<file path="src/rtl/mc_control_fsm.sv">
// mc_control_fsm: multicycle MIPS control unit.
// Steps each instruction through fetch/decode/execute/memory/writeback and
// drives the shared-datapath control lines. Memory accesses wait on mem_ready,
// with an optional timeout that parks the FSM in FAULT until reset.
//
// Ports:
//   clk, reset        rising-edge clock, synchronous active-high reset
//   instr_op[5:0]     opcode field IR[31:26]
//   mem_ready         memory completes the current access this cycle
//   PCWrite, PCWriteCond, PCWriteCondNe, IorD, MemRead, MemWrite, IRWrite,
//   MemtoReg, RegDst, RegWrite, ALUSrcA, ALUSrcB[1:0], ALUOp, PCSource[1:0],
//   Sign              datapath controls (combinational from state/op/mem_ready)
//   state[3:0]        current state encoding
//   fault[1:0]        00 none, 01 illegal opcode, 10 memory timeout
//
// Optional feature: define MC_CONTROL_BNE_EN to decode bne (000101) into
// BRANCH with PCWriteCondNe; otherwise bne is an illegal opcode.
module mc_control_fsm #(
    parameter int unsigned TIMEOUT = 16,
    parameter int unsigned ALUOP_W = 2
) (
    input  logic               clk,
    input  logic               reset,
    input  logic [5:0]         instr_op,
    input  logic               mem_ready,
    output logic               PCWrite,
    output logic               PCWriteCond,
    output logic               PCWriteCondNe,
    output logic               IorD,
    output logic               MemRead,
    output logic               MemWrite,
    output logic               IRWrite,
    output logic               MemtoReg,
    output logic               RegDst,
    output logic               RegWrite,
    output logic               ALUSrcA,
    output logic [1:0]         ALUSrcB,
    output logic [ALUOP_W-1:0] ALUOp,
    output logic [1:0]         PCSource,
    output logic               Sign,
    output logic [3:0]         state,
    output logic [1:0]         fault
);

    if (ALUOP_W != 2) begin : g_aluop_w_check
        $error("mc_control_fsm: only ALUOP_W=2 is supported");
    end
    if (TIMEOUT > 255) begin : g_timeout_check
        $error("mc_control_fsm: TIMEOUT must be in 0..255");
    end

    typedef enum logic [3:0] {
        S_FETCH  = 4'd0,
        S_DECODE = 4'd1,
        S_MEMADR = 4'd2,
        S_MEMRD  = 4'd3,
        S_MEMWB  = 4'd4,
        S_MEMWR  = 4'd5,
        S_RTEX   = 4'd6,
        S_RTWB   = 4'd7,
        S_BRANCH = 4'd8,
        S_JUMP   = 4'd9,
        S_IMMEX  = 4'd10,
        S_IMMWB  = 4'd11,
        S_FAULT  = 4'd15
    } state_e;

    localparam logic [5:0] OP_RTYPE = 6'b000000;
    localparam logic [5:0] OP_J     = 6'b000010;
    localparam logic [5:0] OP_BEQ   = 6'b000100;
    localparam logic [5:0] OP_ADDI  = 6'b001000;
    localparam logic [5:0] OP_ANDI  = 6'b001100;
    localparam logic [5:0] OP_LW    = 6'b100011;
    localparam logic [5:0] OP_SW    = 6'b101011;
`ifdef MC_CONTROL_BNE_EN
    localparam logic [5:0] OP_BNE   = 6'b000101;
`endif

    // Count value held on the last permitted wait cycle; the cycle that would
    // make it TIMEOUT consecutive waits is the one that faults.
    localparam logic [7:0] TO_LAST = 8'((TIMEOUT == 0) ? 1 : TIMEOUT - 1);

    state_e     state_q, state_d;
    logic [7:0] wait_q, wait_d;
    logic [1:0] fault_q, fault_d;
    logic [1:0] aluop_c;
    logic       in_wait;
    logic       timed_out;

    assign in_wait   = (state_q == S_FETCH) || (state_q == S_MEMRD) || (state_q == S_MEMWR);
    assign timed_out = (TIMEOUT != 0) && in_wait && !mem_ready && (wait_q == TO_LAST);
    assign ALUOp     = aluop_c;

    always_ff @(posedge clk) begin
        if (reset) begin
            state_q <= S_FETCH;
            wait_q  <= '0;
            fault_q <= '0;
        end else begin
            state_q <= state_d;
            wait_q  <= wait_d;
            fault_q <= fault_d;
        end
    end

    always_comb begin
        state_d       = state_q;
        fault_d       = fault_q;
        wait_d        = '0;
        PCWrite       = 1'b0;
        PCWriteCond   = 1'b0;
        PCWriteCondNe = 1'b0;
        IorD          = 1'b0;
        MemRead       = 1'b0;
        MemWrite      = 1'b0;
        IRWrite       = 1'b0;
        MemtoReg      = 1'b0;
        RegDst        = 1'b0;
        RegWrite      = 1'b0;
        ALUSrcA       = 1'b0;
        ALUSrcB       = 2'b00;
        aluop_c       = 2'b00;
        PCSource      = 2'b00;
        Sign          = 1'b0;
        state         = state_q;
        fault         = fault_q;

        // Counter is zero in every non-wait state, so each access starts at 0.
        if (in_wait && !mem_ready) begin
            wait_d = (wait_q == 8'hFF) ? wait_q : wait_q + 8'd1;
        end

        unique case (state_q)
            S_FETCH: begin
                MemRead = 1'b1;
                ALUSrcB = 2'b01;
                if (mem_ready) begin
                    IRWrite = 1'b1;
                    PCWrite = 1'b1;
                    state_d = S_DECODE;
                end else if (timed_out) begin
                    state_d = S_FAULT;
                    fault_d = 2'b10;
                end
            end
            S_DECODE: begin
                ALUSrcB = 2'b11;
                case (instr_op)
                    OP_LW, OP_SW:     state_d = S_MEMADR;
                    OP_RTYPE:         state_d = S_RTEX;
                    OP_ADDI, OP_ANDI: state_d = S_IMMEX;
                    OP_BEQ:           state_d = S_BRANCH;
`ifdef MC_CONTROL_BNE_EN
                    OP_BNE:           state_d = S_BRANCH;
`endif
                    OP_J:             state_d = S_JUMP;
                    default: begin
                        state_d = S_FAULT;
                        fault_d = 2'b01;
                    end
                endcase
            end
            S_MEMADR: begin
                ALUSrcA = 1'b1;
                ALUSrcB = 2'b10;
                state_d = (instr_op == OP_SW) ? S_MEMWR : S_MEMRD;
            end
            S_MEMRD: begin
                MemRead = 1'b1;
                IorD    = 1'b1;
                if (mem_ready) begin
                    state_d = S_MEMWB;
                end else if (timed_out) begin
                    state_d = S_FAULT;
                    fault_d = 2'b10;
                end
            end
            S_MEMWR: begin
                MemWrite = 1'b1;
                IorD     = 1'b1;
                if (mem_ready) begin
                    state_d = S_FETCH;
                end else if (timed_out) begin
                    state_d = S_FAULT;
                    fault_d = 2'b10;
                end
            end
            S_MEMWB: begin
                RegWrite = 1'b1;
                MemtoReg = 1'b1;
                state_d  = S_FETCH;
            end
            S_RTEX: begin
                ALUSrcA = 1'b1;
                aluop_c = 2'b10;
                state_d = S_RTWB;
            end
            S_RTWB: begin
                RegWrite = 1'b1;
                RegDst   = 1'b1;
                state_d  = S_FETCH;
            end
            S_IMMEX: begin
                ALUSrcA = 1'b1;
                ALUSrcB = 2'b10;
                if (instr_op == OP_ANDI) begin
                    aluop_c = 2'b11;
                    Sign    = 1'b1;
                end
                state_d = S_IMMWB;
            end
            S_IMMWB: begin
                RegWrite = 1'b1;
                if (instr_op == OP_ANDI) begin
                    aluop_c = 2'b11;
                    Sign    = 1'b1;
                end
                state_d = S_FETCH;
            end
            S_BRANCH: begin
                ALUSrcA  = 1'b1;
                aluop_c  = 2'b01;
                PCSource = 2'b01;
`ifdef MC_CONTROL_BNE_EN
                if (instr_op == OP_BNE) PCWriteCondNe = 1'b1;
                else                    PCWriteCond   = 1'b1;
`else
                PCWriteCond = 1'b1;
`endif
                state_d = S_FETCH;
            end
            S_JUMP: begin
                PCWrite  = 1'b1;
                PCSource = 2'b10;
                state_d  = S_FETCH;
            end
            S_FAULT: begin
                state_d = S_FAULT;
            end
            default: begin
                state_d = S_FETCH;
            end
        endcase

        // Reset blanks every output in the same cycle it is asserted.
        if (reset) begin
            PCWrite       = 1'b0;
            PCWriteCond   = 1'b0;
            PCWriteCondNe = 1'b0;
            IorD          = 1'b0;
            MemRead       = 1'b0;
            MemWrite      = 1'b0;
            IRWrite       = 1'b0;
            MemtoReg      = 1'b0;
            RegDst        = 1'b0;
            RegWrite      = 1'b0;
            ALUSrcA       = 1'b0;
            ALUSrcB       = 2'b00;
            aluop_c       = 2'b00;
            PCSource      = 2'b00;
            Sign          = 1'b0;
            state         = 4'd0;
            fault         = 2'b00;
        end
    end

endmodule

</file>
<file path="config.mk">
export PLATFORM = sky130hd
export DESIGN_NAME = mc_control_fsm
export DESIGN_NICKNAME = d
export VERILOG_FILES = /design/src/rtl/mc_control_fsm.sv
export SDC_FILE = /design/constraint.sdc
export NUM_CORES = 1
export LEC_CHECK = 0
export BUFFER_PORTS_ARGS = -buffer_cell sky130_fd_sc_hd__buf_2
export CORE_MARGIN = 2
export CORE_UTILIZATION = 28
export CTS_CLUSTER_SIZE = 12
export DETAILED_ROUTE_END_ITERATION = 12
export GPL_ROUTABILITY_DRIVEN = 0
export RECOVER_POWER = 25
export SYNTH_ARGS = -nofsm -noshare
export SYNTH_HDL_FRONTEND = slang
export SYNTH_SLANG_ARGS = --single-unit
</file>
<file path="constraint.sdc">
create_clock -name clk -period 4.2 [get_ports clk]
set_clock_uncertainty 0.1 [all_clocks]
set_input_delay 0.84 -clock clk [delete_from_list [all_inputs] [get_ports clk]]
set_output_delay 0.84 -clock clk [all_outputs]
set_load 0.03 [all_outputs]
</file>
==> metrics.txt <==
# TYPE chip_impl_metric gauge
chip_impl_info{name="status",value="finished clean"} 1
chip_impl_metric{name="drtIter0Drc",unit=""} 102
chip_impl_metric{name="io_buffer_count",unit=""} 31
chip_impl_metric{name="final_net_count",unit=""} 203
chip_impl_metric{name="syn_nets",unit=""} 182
chip_impl_metric{name="netlist_area",unit="µm²"} 1270
chip_impl_metric{name="ctsHoldBuffers",unit=""} 0
chip_impl_metric{name="synth.avg_cell_area",unit="µm²"} 7.41
chip_impl_info{name="synth_top_flop_cell",value="sky130_fd_sc_hd__dfxtp_1"} 1
chip_impl_metric{name="drt_pass1_iterations",unit=""} 6
chip_impl_info{name="critical_path.startpoint_type",value="input pin"} 1
chip_impl_metric{name="final-setup-viol-count",unit=""} 0
chip_impl_metric{name="flow.area_growth_from_synthesis",unit="%"} 11.8
chip_impl_info{name="setup_repair_after_global_routing_missed_its_margin",value="false"} 1
chip_impl_metric{name="path_clk_slew",unit="ps"} 50
chip_impl_metric{name="drv_slew",unit=""} 0
chip_impl_metric{name="synth_seq_area_share",unit="%"} 22.0
chip_impl_info{name="most-common-layout-cells",value="sky130_fd_sc_hd__buf_2, sky130_fd_sc_hd__nor2_1, sky130_fd_sc_hd__dfxtp_1"} 1
chip_impl_metric{name="total_negative_slack",unit="ps"} 0
chip_impl_metric{name="grt_pass1_vias",unit=""} 1065
chip_impl_metric{name="chipWidth",unit="µm"} 71.4
chip_impl_info{name="worst_setup_path_end_kind",value="output pin"} 1
chip_impl_metric{name="grt_max_degree",unit=""} 22
chip_impl_metric{name="vertical_die_dimension",unit="µm"} 71.4
chip_impl_metric{name="ys_types",unit=""} 51
chip_impl_metric{name="wire_per_inst",unit="µm"} 11.6
chip_impl_metric{name="synth_enable_flop_cells",unit=""} 0
chip_impl_info{name="synth.area.top_cells",value="sky130_fd_sc_hd__dfxtp_1, sky130_fd_sc_hd__nor2_1, sky130_fd_sc_hd__xnor2_1, sky130_fd_sc_hd__nor3_1, sky130_fd_sc_hd__buf_2"} 1
chip_impl_metric{name="die_area",unit="µm²"} 5100
chip_impl_metric{name="dp_hpwl",unit="µm"} 2180
chip_impl_metric{name="diodes",unit=""} 0
chip_impl_metric{name="insertion_delay",unit="ps"} 240
chip_impl_info{name="yosys.area.top_type",value="sky130_fd_sc_hd__dfxtp_1"} 1
chip_impl_metric{name="powerDensity",unit="nW/µm²"} 521
chip_impl_metric{name="worst-endpoint-required",unit="ps"} 3260
chip_impl_metric{name="fillerInstances",unit=""} 473
chip_impl_metric{name="ys.warnings.count",unit=""} 0
chip_impl_metric{name="final_hold_violation_count",unit=""} 0
chip_impl_metric{name="ctsResizeCount",unit=""} 0
chip_impl_info{name="master_cell_of_the_clock_root_buffer",value="sky130_fd_sc_hd__clkbuf_8"} 1
chip_impl_metric{name="drcViolationCount",unit=""} 0
chip_impl_metric{name="postRouteAntennaNets",unit=""} 0
chip_impl_metric{name="ys_async_sr_fraction",unit="%"} 0
chip_impl_metric{name="num_rows",unit=""} 24
chip_impl_metric{name="viasPerCell",unit=""} 5.26
chip_impl_metric{name="post_layout_nonfiller_instances",unit=""} 243
chip_impl_metric{name="r2r.worst_path.cells",unit=""} 4
chip_impl_metric{name="start_util",unit="%"} 29.3
chip_impl_metric{name="h-tree-depth",unit=""} 1
chip_impl_metric{name="ctsLongestPathBuffers",unit=""} 2
chip_impl_metric{name="route.vias.total",unit=""} 1277
chip_impl_metric{name="vdd_ir_drop_max",unit="mV"} 0.143
chip_impl_metric{name="leakage",unit="nW"} 0.544
chip_impl_metric{name="pin_count",unit=""} 33
chip_impl_metric{name="maxSlewHeadroom",unit="%"} 52.2
chip_impl_info{name="cts_tree",value="yes"} 1
chip_impl_metric{name="antenna_found_initial",unit=""} 0
chip_impl_metric{name="path_max_fanout",unit=""} 21
chip_impl_metric{name="netlist.area_leader.share",unit="%"} 22.0
chip_impl_metric{name="cts.repair_timing.setup_buffer_count",unit=""} 0
chip_impl_metric{name="grt.overflow.total",unit=""} 0
chip_impl_metric{name="layout.core_utilization",unit="%"} 32.7
chip_impl_metric{name="whs_path_depth",unit=""} 2
chip_impl_metric{name="tritoncts_num_sinks",unit=""} 14
chip_impl_metric{name="timing_worst_slew_pin_value",unit="ps"} 716
chip_impl_metric{name="drt-total-wl",unit="µm"} 2830
chip_impl_metric{name="maxCapViolations",unit=""} 0
chip_impl_metric{name="tritoncts.num_buffers",unit=""} 3
chip_impl_info{name="hold_path.class",value="flip-flop to flip-flop"} 1
chip_impl_metric{name="synth_seq_cells",unit=""} 14
chip_impl_metric{name="final_layout_size_suffix_gt1_share",unit="%"} 22.5
chip_impl_metric{name="numPlacedInstances",unit=""} 240
chip_impl_info{name="layout_commonest_cell",value="sky130_fd_sc_hd__buf_2"} 1
chip_impl_metric{name="period_needed",unit="ps"} 2820
chip_impl_metric{name="max_freq",unit="MHz"} 355
chip_impl_metric{name="core",unit="µm²"} 4350
chip_impl_info{name="critical_path_class",value="input pin to output pin"} 1
chip_impl_metric{name="grt_util_all_layers",unit="%"} 11.2
chip_impl_metric{name="post-route-period-util",unit="%"} 67.1
chip_impl_metric{name="worstPathArrival",unit="ps"} 1880
chip_impl_metric{name="grt_pass1_wl",unit="µm"} 4790
chip_impl_metric{name="syn_inst",unit=""} 172
## cell usage after synthesis, drive strengths merged, types with 2 or more instances
library cell and instances:
a21oi 7, nor2 24, nor3 14, o21ai 9, xnor2 6, mux2i 2, or2 2, nand2 11
o211ai 3, nand3 8, inv 4, a211oi 2, a31oi 4, nand4b 3, buf 14, and2 3
dfxtp 14, nor2b 6, nand2b 7, and3 3, nand4 3, nor4 4
## worst max-delay path, stage by stage
cell and delay, ps:
sky130_fd_sc_hd__buf_2 300, sky130_fd_sc_hd__nor3_1 120, sky130_fd_sc_hd__and2_1 220, sky130_fd_sc_hd__or2_1 220
sky130_fd_sc_hd__buf_2 170
## cell families after synthesis
| kind of cell | synth area share, % |
|---|---|
| buffers and inverters | 8.45 |
| other | 0.294 |
| muxes | 1.57 |
| AOI/OAI and AO/OA | 19.5 |
| adders and majority gates | 0.982 |
| DFF | 22.0 |
| and+or+nand+nor | 42.3 |
| xor gates and xnor gates | 4.81 |
## final cells by class
type	count	area (µm²)	share of cell area, %
clock buffer	3	41.3	2.90
inverter	4	15.0	1.05
timing repair buffer	31	155	10.9
sequential	14	280	19.7
multi-input combinational	139	867	60.9
tap	52	65.1	4.57
## per-layer routing
metal  routed length [µm]  vias to the layer above  global-route usage, %
met3                   85                        5                   1.13
met2                 1280                       21                   17.0
met1                 1410                      590                   16.3
li1                     -                      661                      -
met4                   45                        0                   4.40
met5                    0                        -                      0
## report_power, final
group / switching (W) / internal, W / total, W / leakage (nW)
registers: 0.0000819 / 0.000156 / 0.000238 / 0.114
clock network: 0.0000418 / 0.0000632 / 0.000105 / 0.0216
logic: 0.000245 / 0.000154 / 0.000399 / 0.409
## final timing paths
kind              startpoint          to  slack [ps]
setup reg to reg  state_q[0]   wait_q[6]        2300
hold / removal    fault_q[0]  fault_q[0]         390
hold reg to reg   fault_q[0]  fault_q[0]         390
setup / recovery       reset    ALUOp[0]        1380
## flip-flops by register name, indices dropped and copies added (netlist names)
| name | flops |
|---|---|
| wait_q | 8 |
| state_q | 4 |
| fault_q | 2 |
## per-stage QoR
stage / hold slack, ps / worst slack (ps) / area [µm²] / total power (W)
2_1_floorplan: 353 / 859 / 1270 / 0.000576
3_3_place_gp: 376 / 1400 / 1400 / 0.000653
3_5_place_dp: 383 / 1400 / 1400 / 0.000649
4_1_cts: 392 / 1370 / 1440 / 0.000758
5_1_grt: 420 / 1240 / 1420 / 0.000797
6_report: 388 / 1380 / 1420 / 0.000742
No activity file was read; power rests on OpenSTA's default activity.
